File: config.mk
export PLATFORM = sky130hd
export DESIGN_NAME = pipe_skid_reg
export DESIGN_NICKNAME = d
export VERILOG_FILES = /design/src/rtl/pipe_skid_reg.sv
export SDC_FILE = /design/constraint.sdc
export NUM_CORES = 1
export LEC_CHECK = 0
export ABC_AREA = 1
export BUFFER_PORTS_ARGS = -buffer_cell sky130_fd_sc_hd__buf_2
export CELL_PAD_IN_SITES_DETAIL_PLACEMENT = 0
export CELL_PAD_IN_SITES_GLOBAL_PLACEMENT = 1
export CORE_MARGIN = 2
export CORE_UTILIZATION = 35
export CTS_CLUSTER_SIZE = 12
export DETAILED_ROUTE_END_ITERATION = 6
export HOLD_SLACK_MARGIN = 0.05
export PLACE_DENSITY_LB_ADDON = 0.1
export SLEW_MARGIN = 20
export SYNTH_ARGS = -nofsm -noshare
export SYNTH_HDL_FRONTEND = slang
export SYNTH_SLANG_ARGS = --single-unit
File: constraint.sdc
create_clock -name clk -period 4.25 [get_ports clk]
set_clock_uncertainty 0.1 [all_clocks]
set_input_delay 0.425 -clock clk [delete_from_list [all_inputs] [get_ports clk]]
set_output_delay 0.425 -clock clk [all_outputs]
set_load 0.02 [all_outputs]
File: src/rtl/pipe_skid_reg.sv
// Pipeline stage register carrying PC+4 and instruction over a valid/ready handshake, with a 2-entry skid buffer, flush and bubble output.
// Defining PIPE_SKID_PERF_EN adds saturating stall_cnt / flush_cnt counters and their ports.
module pipe_skid_reg #(
  parameter int                PC_W     = 32,
  parameter int                INST_W   = 32,
  parameter logic [INST_W-1:0] NOP_INST = '0
`ifdef PIPE_SKID_PERF_EN
  ,
  parameter int                CNT_W    = 16
`endif
) (
  input  logic              clk,
  input  logic              clr,
  input  logic              in_valid,
  output logic              in_ready,
  input  logic [PC_W-1:0]   in_pc4,
  input  logic [INST_W-1:0] in_inst,
  input  logic              flush,
  output logic              out_valid,
  input  logic              out_ready,
  output logic [PC_W-1:0]   out_pc4,
  output logic [INST_W-1:0] out_inst,
`ifdef PIPE_SKID_PERF_EN
  output logic [CNT_W-1:0]  stall_cnt,
  output logic [CNT_W-1:0]  flush_cnt,
`endif
  output logic [1:0]        dbg_state
);

  // Handshake: a word moves on a side only in a cycle where that side's valid and ready are both 1;
  // in_ready and out_valid decode from r_state alone, so neither depends on in_valid or out_ready.
  typedef enum logic [1:0] {
    S_EMPTY = 2'd0,
    S_ONE   = 2'd1,
    S_FULL  = 2'd2
  } state_t;

  state_t            r_state;
  logic [PC_W-1:0]   r_main_pc4;
  logic [INST_W-1:0] r_main_inst;
  logic [PC_W-1:0]   r_skid_pc4;
  logic [INST_W-1:0] r_skid_inst;
  logic              w_in_fire;
  logic              w_out_fire;

  assign in_ready   = (r_state != S_FULL);
  assign out_valid  = (r_state != S_EMPTY);
  assign w_in_fire  = in_valid & in_ready;
  assign w_out_fire = out_valid & out_ready;
  assign dbg_state  = r_state;

  // Main data can be stale after a drain to EMPTY, so the bubble value is forced here.
  assign out_pc4  = out_valid ? r_main_pc4  : '0;
  assign out_inst = out_valid ? r_main_inst : NOP_INST;

  always_ff @(posedge clk or posedge clr) begin
    if (clr) begin
      r_state     <= S_EMPTY;
      r_main_pc4  <= '0;
      r_main_inst <= NOP_INST;
      r_skid_pc4  <= '0;
      r_skid_inst <= NOP_INST;
    end else if (flush) begin
      r_state     <= S_EMPTY;
      r_main_pc4  <= '0;
      r_main_inst <= NOP_INST;
      r_skid_pc4  <= '0;
      r_skid_inst <= NOP_INST;
    end else begin
      case (r_state)
        S_EMPTY: begin
          if (w_in_fire) begin
            r_state     <= S_ONE;
            r_main_pc4  <= in_pc4;
            r_main_inst <= in_inst;
          end
        end
        S_ONE: begin
          if (w_in_fire && w_out_fire) begin
            r_main_pc4  <= in_pc4;
            r_main_inst <= in_inst;
          end else if (w_in_fire) begin
            r_state     <= S_FULL;
            r_skid_pc4  <= in_pc4;
            r_skid_inst <= in_inst;
          end else if (w_out_fire) begin
            r_state <= S_EMPTY;
          end
        end
        S_FULL: begin
          if (w_out_fire) begin
            r_state     <= S_ONE;
            r_main_pc4  <= r_skid_pc4;
            r_main_inst <= r_skid_inst;
          end
        end
        default: r_state <= S_EMPTY;
      endcase
    end
  end

`ifdef PIPE_SKID_PERF_EN
  logic [CNT_W-1:0] r_stall_cnt;
  logic [CNT_W-1:0] r_flush_cnt;

  // Counters survive flush; only clr clears them.
  always_ff @(posedge clk or posedge clr) begin
    if (clr) begin
      r_stall_cnt <= '0;
      r_flush_cnt <= '0;
    end else begin
      if (out_valid && !out_ready && (r_stall_cnt != '1))
        r_stall_cnt <= r_stall_cnt + CNT_W'(1);
      if (flush && (r_state != S_EMPTY) && (r_flush_cnt != '1))
        r_flush_cnt <= r_flush_cnt + CNT_W'(1);
    end
  end

  assign stall_cnt = r_stall_cnt;
  assign flush_cnt = r_flush_cnt;
`endif

endmodule

---- Word level (Yosys, flattened, before mapping) ----
Cells that the tools add are included.
Widths: inputs -> output; s select.
storage, ports and cells
  output and inout bits ................... 68
  register bits ........................... 130
cells by class
  multiplexer cells ....................... 25
  equality and inequality tests ........... 9
  reductions and logical operators ........ 9
  bitwise gates (word level) .............. 2
operator list
  kind                number
  $mux 32             16
  $pmux 32 s3         2
  $mux 2              6
  $ne 3x3->1 const B  4
  $reduce_and 4->1    2
  $pmux 2 s3          1
  $reduce_bool 2->1   3
  $ne 2x2->1 const B  2
  $ne 4x4->1 const B  1
  $reduce_bool 4->1   1
  $reduce_and 3->1    1
  $and 1x1->1         2
  $eq 2x1->1 const B  1
  $eq 2x2->1 const B  1
  $logic_not 2->1     1
  $logic_and 1x1->1   1

---- Logic depth before layout (Yosys ltp) ----
  depth after elaboration ................. 7
  mapped depth ............................ 9
  depth with buffers taken out ............ 7

---- Worst setup path after synthesis ----
No wires, ideal clock.
  path kind ............................... register to output
  start ................................... register r_state[1], in the netlist dbg_state[1]
  end ..................................... output port out_inst[0]
  path slack .............................. 2.321 ns
  cell stages (with the launch flop) ...... 5
  data arrival time ....................... 1.404 ns
  buffers on the path ..................... 2
  cells stage by stage .................... dfrtp_1 nor2_1 clkbuf_1 clkbuf_1 nor2_1
between the ends
  cells in the longest elaborated chain, start to end .. 2
RTL lines
  element                 RTL line  RTL
  start, declared         38        state_t r_state;
  start signal, assigned  58        r_state <= S_EMPTY;
  start signal, assigned  64        r_state <= S_EMPTY;
  start signal, assigned  73        r_state <= S_ONE;
  $reduce_bool 2->1       47        assign out_valid = (r_state != S_EMPTY);
  $mux 32                 54        assign out_inst = out_valid ? r_main_inst : NOP_INST;
  end, declared           22        output logic [INST_W-1:0] out_inst,
No other way between the ends.

---- Worst setup path after layout ----
  start ................................... register r_state[1], in the netlist dbg_state[1]
  end ..................................... output port out_inst[25]
The elaborated chain is that of the path after synthesis.

==> results.toml <==
[setup_path]
rr_worst_depth = 8
regToRegStartpoint = "dbg_state[0]$_DFFE_PP0P_"
cp_max_fo = 65
cp-start-kind = "register"
endpoint_kind = "output pin"
rrSetupSlack_ns = 1.90
crit_arrival_ns = 2.05
reg2reg_to = "r_main_inst[19]$_DFFE_PP0P_"
path_cells = "nor2_4 -> buf_4 -> nor2_1 -> buf_2"
path_class = "reg -> out"
required_ns = 3.72
slowest_delay_ns = 0.59
critPathSlowestCell = "buf_4"

[clock_tree]
clkTransAtPathRegs_ns = 0.06
clk_latency_ns = 0.41
postCtsSetupBuffers = 0
cts_max_level = 4
cts_hold_buf = 0
numCtsBuffers = 17
clock_sinks = 130
cts.repair.resized = 0
cts_tree = "done"
clk_path_buf_depth = 2
root_buffer = "clkbuf_16"

[grt]
grt_usage = 0.187
grt_pass1_vias = 5797
grt_max_degree = 105
grt_pass1_wl_mm = 30.3
antenna_found_initial = 0
grt_overflow = 0

[synth]
ys_types = 17
synth-seq-cells = 130
yosysTopAreaCellShare = 0.469
netlist_top_cells_area = "dfrtp_1 47%, nand2_1 25%, nor2_1 11%, inv_1 7.1%, nand3_1 4.7%"
avgSynthCellArea_um2 = 6.54
syn-num-nets = 1128
syn_area_um2 = 6930
ys_seq_area_frac = 0.469
synth_top_area_cell = "dfrtp_1"
yosysWarnings = 0
synthCells = 1059

[drt]
remaining_drc_errors = 0
ant_nets = 0
first_pass_iters = 4
drt-initial-drc-count = 389
num_vias = 6267
wl_per_cell_um = 13.0
viasPerCell = 4.34
routed_wl_mm = 18.7

[floorplanning]
io_pins = 137
fp-row-count = 51
die_w_um = 145
die_h_um = 145
die-area_um2 = 20900
core_um2 = 19500
initial_utilization = 0.356

[sta]
tightest_slew_ns = 0.798
finalCritPeriodShare = 0.606
finalSetupTns_ns = 0
rsz0062_at_grt = "no"
timing.final.ws_setup_ns = 1.67
drv_slew = 0
setup_viol = 0
fmax_mhz = 388
slew_headroom = 0.468
finalHoldViolCount = 0
period_needed_ns = 2.58

[final_layout]
final_core_util = 0.433
area_growth_pct = 21.5
final_cell_mix = "461 x nand2_1, 195 x nor2_1, 136 x buf_2, 130 x inv_1, 130 x dfrtp_1"
antennaDiodeCount = 0
nNetsFinal = 1235
drive_gt1_frac = 0.163
final_common_cell = "nand2_1"

[pwr]
cellLeakagePower_uw = 0.00536
p_comb_frac = 0.181
p_sw_uw = 1070
irDropWorstVdd_mv = 0.267
power_switching_share = 0.295
power.density_nw_per_um2 = 431
p_int_uw = 2560
p_clk_frac = 0.429
seqPwrFrac = 0.390

[placement]
hpwl_mm = 11.1
dp_slack_ns = 1.76
port_buffers = 136
gp_congestion = 0.803

[min_path]
hp-class = "in -> async"

[job]
maxCapViolCount = 0

[outcome]
status = "completed"
-- power by group through the flow --
stage	clock, µW	combinational, µW	sequential (µW)
global placement	0	664	1440
global route	1650	756	1430
detailed placement	0	667	1430
finish	1560	657	1410
CTS	1590	669	1410
floorplan	0	457	1420
-- worst max-delay path by stage --
stage | from | endpoint | cells past startpoint
after global routing | dbg_state[1]$_DFFE_PP0P_ | out_inst[25] | 4
final | dbg_state[1]$_DFFE_PP0P_ | out_inst[25] | 4
after CTS | dbg_state[0]$_DFFE_PP0P_ | in_ready | 3
after floorplan | clr | dbg_state[0]$_DFFE_PP0P_ | 1
after detailed placement | flush | r_main_inst[19]$_DFFE_PP0P_ | 7
after global placement | dbg_state[0]$_DFFE_PP0P_ | r_main_pc4[26]$_DFFE_PP0P_ | 8
-- final cells by class --
type | count | area, µm²
well taps | 265 | 332
multi-input cells | 735 | 2910
flip-flops and latches | 130 | 3250
repair buffers | 148 | 791
clock buffers | 23 | 508
inverters | 134 | 508
fillers | 2141 | 11000
clock inverters | 9 | 125
-- logic make-up (layout without fill, tap and decap cells) --
group / after synthesis / in the layout / synth area share
AO/OA/AOI/OAI: 4 / 4 / 0.00451
buffers and inverters: 194 / 314 / 0.116
flip-flops: 130 / 130 / 0.469
AND/OR/NAND/NOR: 731 / 731 / 0.410
-- per-layer routing --
metal / up-vias / GRT usage / part of all wire
met2: 109 / 0.311 / 0.46
met5: - / 0 / 0
met3: 16 / 0.0336 / 0.032
met4: 0 / 0.0542 / 0.012
met1: 2839 / 0.251 / 0.50
li1: 3303 / - / -
-- flip-flops by register name (all words and copies together), names as in the netlist --
signal / count
r_main_inst: 32
r_skid_pc4: 32
r_main_pc4: 32
dbg_state: 2
r_skid_inst: 32
-- through the flow --
step	hold WS [ns]	total power [µW]	instance area, µm²	cells
after floorplan	0.342	1880	6930	1059
after global placement	0.355	2100	7750	1411
after detailed placement	0.359	2100	7750	1411
after CTS	0.0886	3680	8390	1443
after global routing	0.110	3830	8420	1444
final	0.0220	3630	8420	1444
-- Yosys cell counts, drive strengths merged --
cell type  count
buf           46
nand2        465
nand3         65
clkinv         1
o21ai          2
nor2         198
nand4          3
dfrtp        130
a21oi          2
inv          133
clkbuf        14
-- critical path: cells and delay by family, from the launching register on --
kind                   cells  cell delay [ns]
buffers and inverters      2             0.79
flip-flops                 1             0.53
AND/OR/NAND/NOR            2             0.29
Power figures use the tool's default switching activity.
